===== src/rtl/bus_pkg.sv =====
// Shared types for the memory bus arbiter: FSM states, requester IDs and the
// latched slave command.
package bus_pkg;

    typedef enum logic [1:0] {
        ST_IDLE   = 2'd0,
        ST_SETUP  = 2'd1,
        ST_ACCESS = 2'd2,
        ST_DONE   = 2'd3
    } bus_state_e;

    typedef enum logic {
        PORT_IF = 1'b0,
        PORT_DM = 1'b1
    } port_id_e;

    typedef struct packed {
        logic [31:0] addr;
        logic [31:0] wdata;
        logic [3:0]  be;
        logic        we;
    } bus_cmd_t;

    localparam logic [3:0] IF_BYTE_EN = 4'hF;

    // On a tie the port that did not win last time gets the bus.
    function automatic port_id_e pick_winner(input logic     if_req,
                                             input logic     dm_req,
                                             input port_id_e last_grant);
        if (if_req && dm_req) begin
            return (last_grant == PORT_IF) ? PORT_DM : PORT_IF;
        end
        return dm_req ? PORT_DM : PORT_IF;
    endfunction

endpackage


===== src/rtl/mem_bus_arbiter.sv =====
// Two-port (instruction read / data read-write) arbiter onto one asynchronous
// SRAM-style slave with setup, WAIT_CYCLES strobe cycles and a completion cycle.
module mem_bus_arbiter
    import bus_pkg::*;
#(
    parameter int unsigned WAIT_CYCLES = 2
) (
    input  logic        clk,
    input  logic        rst,

    input  logic        if_req,
    input  logic [31:0] if_addr,
    output logic [31:0] if_rdata,
    output logic        if_ack,

    input  logic        dm_req,
    input  logic        dm_we,
    input  logic [31:0] dm_addr,
    input  logic [31:0] dm_wdata,
    input  logic [3:0]  dm_be,
    output logic [31:0] dm_rdata,
    output logic        dm_ack,

    output logic [31:0] sl_addr,
    output logic [31:0] sl_wdata,
    output logic [3:0]  sl_be,
    output logic        sl_oe_n,
    output logic        sl_we_n,
    input  logic [31:0] sl_rdata,

    output logic        busy
);

    localparam logic [3:0] ACCESS_LOAD = 4'(WAIT_CYCLES - 1);

    bus_state_e  state_q, state_d;
    logic [3:0]  cnt_q, cnt_d;
    port_id_e    last_grant_q, last_grant_d;
    port_id_e    gnt_q, gnt_d;
    bus_cmd_t    cmd_q, cmd_d;
    logic [31:0] if_rdata_q, if_rdata_d;
    logic [31:0] dm_rdata_q, dm_rdata_d;
    port_id_e    winner;

    always_comb begin
        // NOTE: every variable gets a default before the case, so no path
        // leaves one unassigned and no latch is inferred.
        state_d      = state_q;
        cnt_d        = cnt_q;
        last_grant_d = last_grant_q;
        gnt_d        = gnt_q;
        cmd_d        = cmd_q;
        if_rdata_d   = if_rdata_q;
        dm_rdata_d   = dm_rdata_q;
        winner       = pick_winner(if_req, dm_req, last_grant_q);

        case (state_q)
            ST_IDLE: begin
                if (if_req || dm_req) begin
                    gnt_d        = winner;
                    last_grant_d = winner;
                    if (winner == PORT_DM) begin
                        cmd_d = '{addr: dm_addr, wdata: dm_wdata, be: dm_be, we: dm_we};
                    end else begin
                        cmd_d = '{addr: if_addr, wdata: '0, be: IF_BYTE_EN, we: 1'b0};
                    end
                    state_d = ST_SETUP;
                end
            end
            ST_SETUP: begin
                cnt_d   = ACCESS_LOAD;
                state_d = ST_ACCESS;
            end
            ST_ACCESS: begin
                if (cnt_q == 4'd0) begin
                    // Read data is taken while the read strobe is still low.
                    if (!cmd_q.we) begin
                        if (gnt_q == PORT_DM) begin
                            dm_rdata_d = sl_rdata;
                        end else begin
                            if_rdata_d = sl_rdata;
                        end
                    end
                    state_d = ST_DONE;
                end else begin
                    cnt_d = cnt_q - 4'd1;
                end
            end
            ST_DONE: begin
                state_d = ST_IDLE;
            end
            default: begin
                state_d = ST_IDLE;
            end
        endcase
    end

    always_ff @(posedge clk or posedge rst) begin
        if (rst) begin
            state_q      <= ST_IDLE;
            cnt_q        <= '0;
            last_grant_q <= PORT_IF;
            gnt_q        <= PORT_IF;
            cmd_q        <= '0;
            if_rdata_q   <= '0;
            dm_rdata_q   <= '0;
        end else begin
            // NOTE: non-blocking assignments so every flop samples the values
            // from before this edge, independent of statement order.
            state_q      <= state_d;
            cnt_q        <= cnt_d;
            last_grant_q <= last_grant_d;
            gnt_q        <= gnt_d;
            cmd_q        <= cmd_d;
            if_rdata_q   <= if_rdata_d;
            dm_rdata_q   <= dm_rdata_d;
        end
    end

    // Strobes and acks decode the state flops, so an async reset drops them
    // at once and the two strobes can never overlap.
    assign sl_oe_n  = !((state_q == ST_ACCESS) && !cmd_q.we);
    assign sl_we_n  = !((state_q == ST_ACCESS) &&  cmd_q.we);
    assign if_ack   = (state_q == ST_DONE) && (gnt_q == PORT_IF);
    assign dm_ack   = (state_q == ST_DONE) && (gnt_q == PORT_DM);
    assign busy     = (state_q != ST_IDLE);

    assign sl_addr  = cmd_q.addr;
    assign sl_wdata = cmd_q.wdata;
    assign sl_be    = cmd_q.be;
    assign if_rdata = if_rdata_q;
    assign dm_rdata = dm_rdata_q;

endmodule


===== config.mk =====
export PLATFORM = sky130hd
export DESIGN_NAME = mem_bus_arbiter
export DESIGN_NICKNAME = d
export VERILOG_FILES = /design/src/rtl/bus_pkg.sv /design/src/rtl/mem_bus_arbiter.sv
export SDC_FILE = /design/constraint.sdc
export NUM_CORES = 1
export LEC_CHECK = 0
export ABC_AREA = 0
export BUFFER_PORTS_ARGS = -buffer_cell sky130_fd_sc_hd__clkbuf_2
export CAP_MARGIN = 20
export CORE_ASPECT_RATIO = 1.5
export CORE_MARGIN = 2
export CORE_UTILIZATION = 48
export CTS_CLUSTER_DIAMETER = 100
export DETAILED_ROUTE_END_ITERATION = 8
export GPL_ROUTABILITY_DRIVEN = 0
export HOLD_SLACK_MARGIN = 0.15
export PLACE_DENSITY = 0.88
export SLEW_MARGIN = 0
export SYNTH_ARGS = -nofsm -noshare
export SYNTH_HDL_FRONTEND = slang
export SYNTH_SLANG_ARGS = --single-unit

===== constraint.sdc =====
create_clock -name clk -period 5.8 [get_ports clk]
set_input_delay 0.87 -clock clk [delete_from_list [all_inputs] [get_ports clk]]
set_output_delay 0.87 -clock clk [all_outputs]
set_load 0.01 [all_outputs]

==> flow_summary.ini, run 1 <==
[drt]
drc = 0
routed_via_density = 5.15
drt-initial-drc-count = 67
ant_nets = 0
vias = 4359
drtPass1Iterations = 4
postRouteWirelength_um = 15000
avgRoutedWirePerCell_um = 17.8

[finish]
final_nets = 820
drive_gt1_share_pct = 54.6
n_antenna_cell = 0
final_core_util_pct = 62.1
area_growth_pct = 26.0
stdcell_count = 846
fillers = 939

[grt]
antenna_found_initial = 0
grt_pass1_vias = 4707
grt_max_degree = 76
grt_overflow = 0
grt_pass1_wl_um = 23800
grt_use_total_pct = 21.6

[timing]
rsz0062_at_grt = false
finalSetupViolations = 0
period_minus_slack_ns = 2.62
maxSlewHeadroom_pct = 29.9
maxSlewViolCount = 0
fmax_mhz = 381
hold_viol = 0
worst_pin_slew_ns = 1.05
period_share_pct = 45.2
fin_tns_setup_ns = 0
fin_skew_ns = 0.00928

[synth]
synthArstFlopShare_pct = 100
synth_top_family_by_area = multiplexers
synthMuxAreaShare_pct = 18.8
syn_area_per_cell_um2 = 13.0
synth_flop_cell = dfrtp_1
synth_nets = 617
synth_area_um2 = 6200
ys_seq_elements = 140
syn_inst = 475
synthAdderAreaFrac_pct = 1.01
synth_xor_area_share_pct = 0
yosysSeqAreaShare_pct = 56.5
yosysWarnings = 0
synth.distinct_cells = 33
synth_edf_count = 0
synth_compound_area_share_pct = 9.21
synthSimpleGateAreaFrac_pct = 3.61

[worst_setup_path]
end_kind = register
crit_path_start_kind = register
path_class = register to register
cp_max_fo = 32
slowest_stage = or3_2
cp_num_buf_inv = 1
cpPeakStageDelay_ns = 0.90
required_ns = 6.08
path_cells = inv_1 > ha_1 > or3b_4 > or3_2 > mux2_4
cpLargestDelayFamily = simple AND/OR/NAND/NOR gates
cp.arrival_ns = 2.91

[run_status]
outcome = finished, final reports clean

[clocking]
cts_resized = 0
clk_pin_slew_ns = 0.06
clk_latency_ns = 0.41
clockBufferDepth = 2
cts_hold_buf = 0
htreeDepth = 4
cts.sinks = 140
cts_tree = yes
cts_setup_buffers = 0
cts_made_buffers = 17
cts_root_buf = clkbuf_16

[power_and_ir_drop]
irDropWorstVdd_mv = 0.264
p_seq_share_pct = 38.0
switching_share_pct = 34.9
switchingPower_mw = 1.60
p_int_mw = 2.99
power_density_nw_per_um2 = 588
p_leak_nw = 4.18
combPwrFrac_pct = 38.0
p_clk_share_pct = 24.0

[place]
dp.cells = 814
numPortBuffers = 273
dpl.hpwl_um = 11400

[floorplan]
die_area_um2 = 13900
coreArea_um2 = 12600
die_h_um = 143
rows = 50
die_w_um = 96.8
io_pins = 274
start_util_pct = 49.3

[job]
cap_viol_max_count = 0

[hold_path]
hold_path.class = register to register
## placed cells by master (no fill, tap or decap), drive strengths merged, types with 4 or more instances in the layout
master	n
a22o	33
buf	5
clkbuf	292
clkinvlp	4
dfrtp	140
ha	5
inv	12
mux2	65
mux2i	32
nand2	34
o21ai	38
o22a	4
## worst register-to-register path: cells and delay by family (launching register included)
family / cells / cell delay (ns)
adder cells (fa/ha/maj): 1 / 0.19
buffers and inverters: 1 / 0.09
flip-flops: 1 / 0.39
multiplexers: 1 / 0.49
AND/OR/NAND/NOR: 2 / 1.35
## registers in the layout, indices dropped and copies added, names as in the netlist
name,cells
cnt_q,4
sl_wdata,32
if_rdata,32
state_q,2
gnt_q,1
dm_rdata,32
sl_be,4
cmd_q,1
sl_addr,32
## power by group through the flow
stage | Sequential (mW) | Clock [mW] | Combinational [mW]
floorplan | 1.78 | 0 | 1.26
global placement | 1.72 | 0 | 1.66
detailed placement | 1.75 | 0 | 1.75
CTS | 1.74 | 1.12 | 1.75
global route | 1.80 | 1.16 | 1.89
finish | 1.74 | 1.10 | 1.75
## cell families (layout without fill, tap and decap cells)
family,after synthesis,count (layout)
flops,140,140
buf+inv,102,317
mux,97,97
compound gates,82,82
simple gates,49,49
fa+ha+maj,5,5
## area by class of cell
class                   count  area (µm²)  share of cell area (%)
repair buffers            278        1420                    18.2
multi-input cells         233        2050                    26.3
clock inverters            12         164                    2.10
flip-flops and latches    140        3500                    44.9
inverters                   8        35.0                   0.449
well taps                 156         195                    2.50
clock buffers              19         433                    5.55
## per-stage QoR
step	total power [mW]	worst slack, ns	hold WS (ns)	instance area (µm²)
floorplan	3.04	1.18	0.451	6200
global placement	3.38	2.89	0.464	7180
detailed placement	3.50	2.78	0.470	7180
CTS	4.61	3.19	0.484	7780
global route	4.85	3.11	0.505	7810
finish	4.59	3.18	0.482	7810
## metal layers
metal / GRT usage [%] / vias up / routed length [µm]
met5: 0 / - / 0
met4: 8.01 / 0 / 269
met3: 5.97 / 22 / 1100
met2: 38.0 / 245 / 7830
met1: 25.2 / 2098 / 5840
li1: - / 1994 / -
## cells in the mapped netlist (2+ instances only)
cell	instances	area share, %
dfrtp_1	140	57
buf_4	68	8.2
o21ai_0	37	3.0
nand2_1	34	2.1
a22o_1	33	4.7
mux2_2	33	6.0
mux2i_1	32	5.2
mux2_4	30	7.3
clkbuf_1	13	0.79
buf_2	9	0.73
inv_1	8	0.48
ha_1	5	1.0
o22a_1	4	0.57
buf_6	3	0.55
and2_1	2	0.20
mux2_1	2	0.36
nand2b_1	2	0.20
nand3_1	2	0.16
nor2_1	2	0.12
nor3b_1	2	0.24
o2bb2ai_1	2	0.28
## path summary, 6_finish.rpt
path	start	endpoint	slack, ns	depth (start not counted)
max	cnt_q[0]$_DFFE_PP0P_	if_rdata[0]$_DFFE_PP0P_	3.18	5
min	sl_addr[25]$_DFFE_PP0P_	sl_addr[25]$_DFFE_PP0P_	0.48	2
max reg2reg	cnt_q[0]$_DFFE_PP0P_	if_rdata[0]$_DFFE_PP0P_	3.18	5
min reg2reg	sl_addr[25]$_DFFE_PP0P_	sl_addr[25]$_DFFE_PP0P_	0.48	2
max in group asynchronous	rst	dm_rdata[29]$_DFFE_PP0P_	3.93	3
min in group asynchronous	rst	sl_addr[13]$_DFFE_PP0P_	0.52	2
Power figures use the tool's default switching activity.
==> run 2, diff against run 1 <==
--- a/config.mk
+++ b/config.mk
@@ -10,12 +10,12 @@
 export CAP_MARGIN = 20
 export CORE_ASPECT_RATIO = 1.5
 export CORE_MARGIN = 2
-export CORE_UTILIZATION = 48
+export CORE_UTILIZATION = 43
 export CTS_CLUSTER_DIAMETER = 100
 export DETAILED_ROUTE_END_ITERATION = 8
 export GPL_ROUTABILITY_DRIVEN = 0
 export HOLD_SLACK_MARGIN = 0.15
-export PLACE_DENSITY = 0.88
+export PLACE_DENSITY = 0.84
 export SLEW_MARGIN = 0
 export SYNTH_ARGS = -nofsm -noshare
 export SYNTH_HDL_FRONTEND = slang
==> constraint.sdc (replaced) <==
create_clock -name clk -period 2.4 [get_ports clk]
set_input_delay 0.36 -clock clk [delete_from_list [all_inputs] [get_ports clk]]
set_output_delay 0.36 -clock clk [all_outputs]
set_load 0.01 [all_outputs]
==> run 2 against run 1 <==
Clock power increased by 150%. Clock-buffer cell count unchanged. Hold slack got worse by 0.31 ns. Sequential share of layout area decreased by 0.87 points. Final cell count increased by 4.8%. Routed wire length decreased by 10%. Register-to-register slack got worse by 3.1 ns. Global-route usage decreased by 3.8 points.
==> flow_summary.ini, run 2 (same netlist as run 1, synthesis figures left out) <==
[grt]
antenna_found_initial = 0
grt_use_met3_pct = 5.03
grt_pass1_vias = 4377
grt_overflow = 0
use_met2_pct = 31.3
grt_most_used_layer = met2
grt_pass1_wl_um = 21300
grt_max_degree = 98
grtUsageMet1_pct = 20.3
grt_use_total_pct = 17.7

[finish]
layout_commonest_cell = clkbuf_2
final_nets = 824
multi_input_area_um2 = 2050
n_antenna_cell = 0
layout_common_cells = 273 x clkbuf_2, 140 x dfrtp_1, 37 x o21ai_0
fillers = 1203
drive_gt1_share_pct = 54.8
area_growth_pct = 28.5
register_area_um2 = 3500

[clocking]
cts_tree = yes
clk_latency_ns = 0.41
clk_pin_slew_ns = 0.06
cts.sinks = 140
cts_resized = 0
cts_root_buf = clkbuf_16
htreeDepth = 4
cts_made_buffers = 17
clockBufferDepth = 2

[place]
numPortBuffers = 273
dpl.hpwl_um = 9880

[timing]
fin_skew_ns = 0.00923
finalSetupViolations = 0
maxSlewHeadroom_pct = 59.5
rsz0062_at_grt = false
period_minus_slack_ns = 2.28
hold_viol = 0
maxSlewViolCount = 0
fmax_mhz = 439
worst_pin_slew_ns = 0.606
fin_tns_setup_ns = 0
period_share_pct = 95.0

[floorplan]
coreArea_um2 = 14100
die_w_um = 102
rows = 53
io_pins = 274
die_area_um2 = 15400
die_h_um = 151
start_util_pct = 44.1

[worst_setup_path]
cp.arrival_ns = 2.57
required_ns = 2.69
cpPeakStageDelay_ns = 0.50
path_cells = inv_1 > ha_1 > or3b_4 > or3_2 > buf_12 > mux2_4
slowest_stage = or3_2
end_kind = register
crit_path_start_kind = register
path_class = register to register
cp_max_fo = 32
regToRegSetupSlack_ns = 0.12

[power_and_ir_drop]
irDropWorstVdd_mv = 0.537
switching_share_pct = 33.9
p_clk_share_pct = 24.7
switchingPower_mw = 3.78
power_density_nw_per_um2 = 1400
p_int_mw = 7.36
p_total_mw = 11.1
combPwrFrac_pct = 37.9
p_seq_share_pct = 37.4
p_leak_nw = 4.25

[drt]
postRouteWirelength_um = 13500
drtPass1Iterations = 4
drt-initial-drc-count = 121
vias = 4275
avgRoutedWirePerCell_um = 15.2
drc = 0
ant_nets = 0
routed_via_density = 4.82

[job]
cap_viol_max_count = 0

[hold_path]
hold_path.class = input pin to register

[run_status]
outcome = finished, final reports clean
## run 2: cell count changes in the layout (fill, tap and decap cells not counted)
cell,change
buf_12,+6
buf_16,-1
buf_4,-2
bufinv_16,+1
clkinv_2,+3
clkinv_4,+2
clkinvlp_4,-3
dlygate4sd3_1,+1
inv_6,-2
## run 2: metal layers
metal / part of all wire [%] / vias to the layer above
met1: 39 / 2064
met5: 0 / -
met4: 1.9 / 0
met2: 53 / 187
met3: 6.8 / 24
li1: - / 2000
## run 2: final cells by class
| class | instances | area share, % |
|---|---|---|
| Clock inverter | 13 | 2.36 |
| Inverter | 8 | 0.424 |
| Sequential cell | 140 | 44.0 |
| Tap cell | 192 | 3.02 |
| Timing Repair Buffer | 282 | 19.0 |
| Multi-Input combinational cell | 233 | 25.8 |
| Clock buffer | 19 | 5.44 |
## run 2: timing repair
| action | in CTS | in global routing |
|---|---|---|
| setup buffers | 0 | 0 |
| hold buffers | 1 | 0 |
| endpoints found under the hold margin | 25 | 0 |
## run 2: critical path: cells and delay by family, from the launching register on
kind / cells / cell delay, ns
AND/OR/NAND/NOR: 2 / 0.94
buffers and inverters: 2 / 0.30
flip-flops: 1 / 0.39
multiplexers: 1 / 0.32
adder cells (fa/ha/maj): 1 / 0.19
## run 2: path summary, 6_finish.rpt
check	start	endpoint	cells past startpoint
setup / recovery	cnt_q[0]$_DFFE_PP0P_	if_rdata[21]$_DFFE_PP0P_	6
hold / removal	dm_wdata[8]	sl_wdata[8]$_DFFE_PP0P_	2
setup reg to reg	cnt_q[0]$_DFFE_PP0P_	if_rdata[21]$_DFFE_PP0P_	6
hold reg to reg	sl_addr[4]$_DFFE_PP0P_	sl_addr[4]$_DFFE_PP0P_	2
max in group asynchronous	rst	sl_addr[18]$_DFFE_PP0P_	4
min in group asynchronous	rst	dm_rdata[22]$_DFFE_PP0P_	3
## run 2: stage by stage
stage	area, µm²	hold slack [ns]	utilization [%]	instances	worst slack, ns
floorplan	6200	0.451	-	475	0.291
global placement	7330	0.455	52.1	854	0.237
detailed placement	7330	0.463	52.1	854	0.156
CTS	7960	0.155	56.6	887	0.137
global route	7960	0.155	56.6	887	0.0437
finish	7960	0.169	56.6	887	0.120
## run 2: power by group through the flow
stage	Clock (mW)	Combinational, mW	Sequential, mW
3_3_place_gp	0	4.09	4.16
5_1_grt	2.94	4.64	4.31
4_1_cts	2.81	4.28	4.17
6_report	2.75	4.22	4.16
2_1_floorplan	0	3.05	4.30
3_5_place_dp	0	4.27	4.18
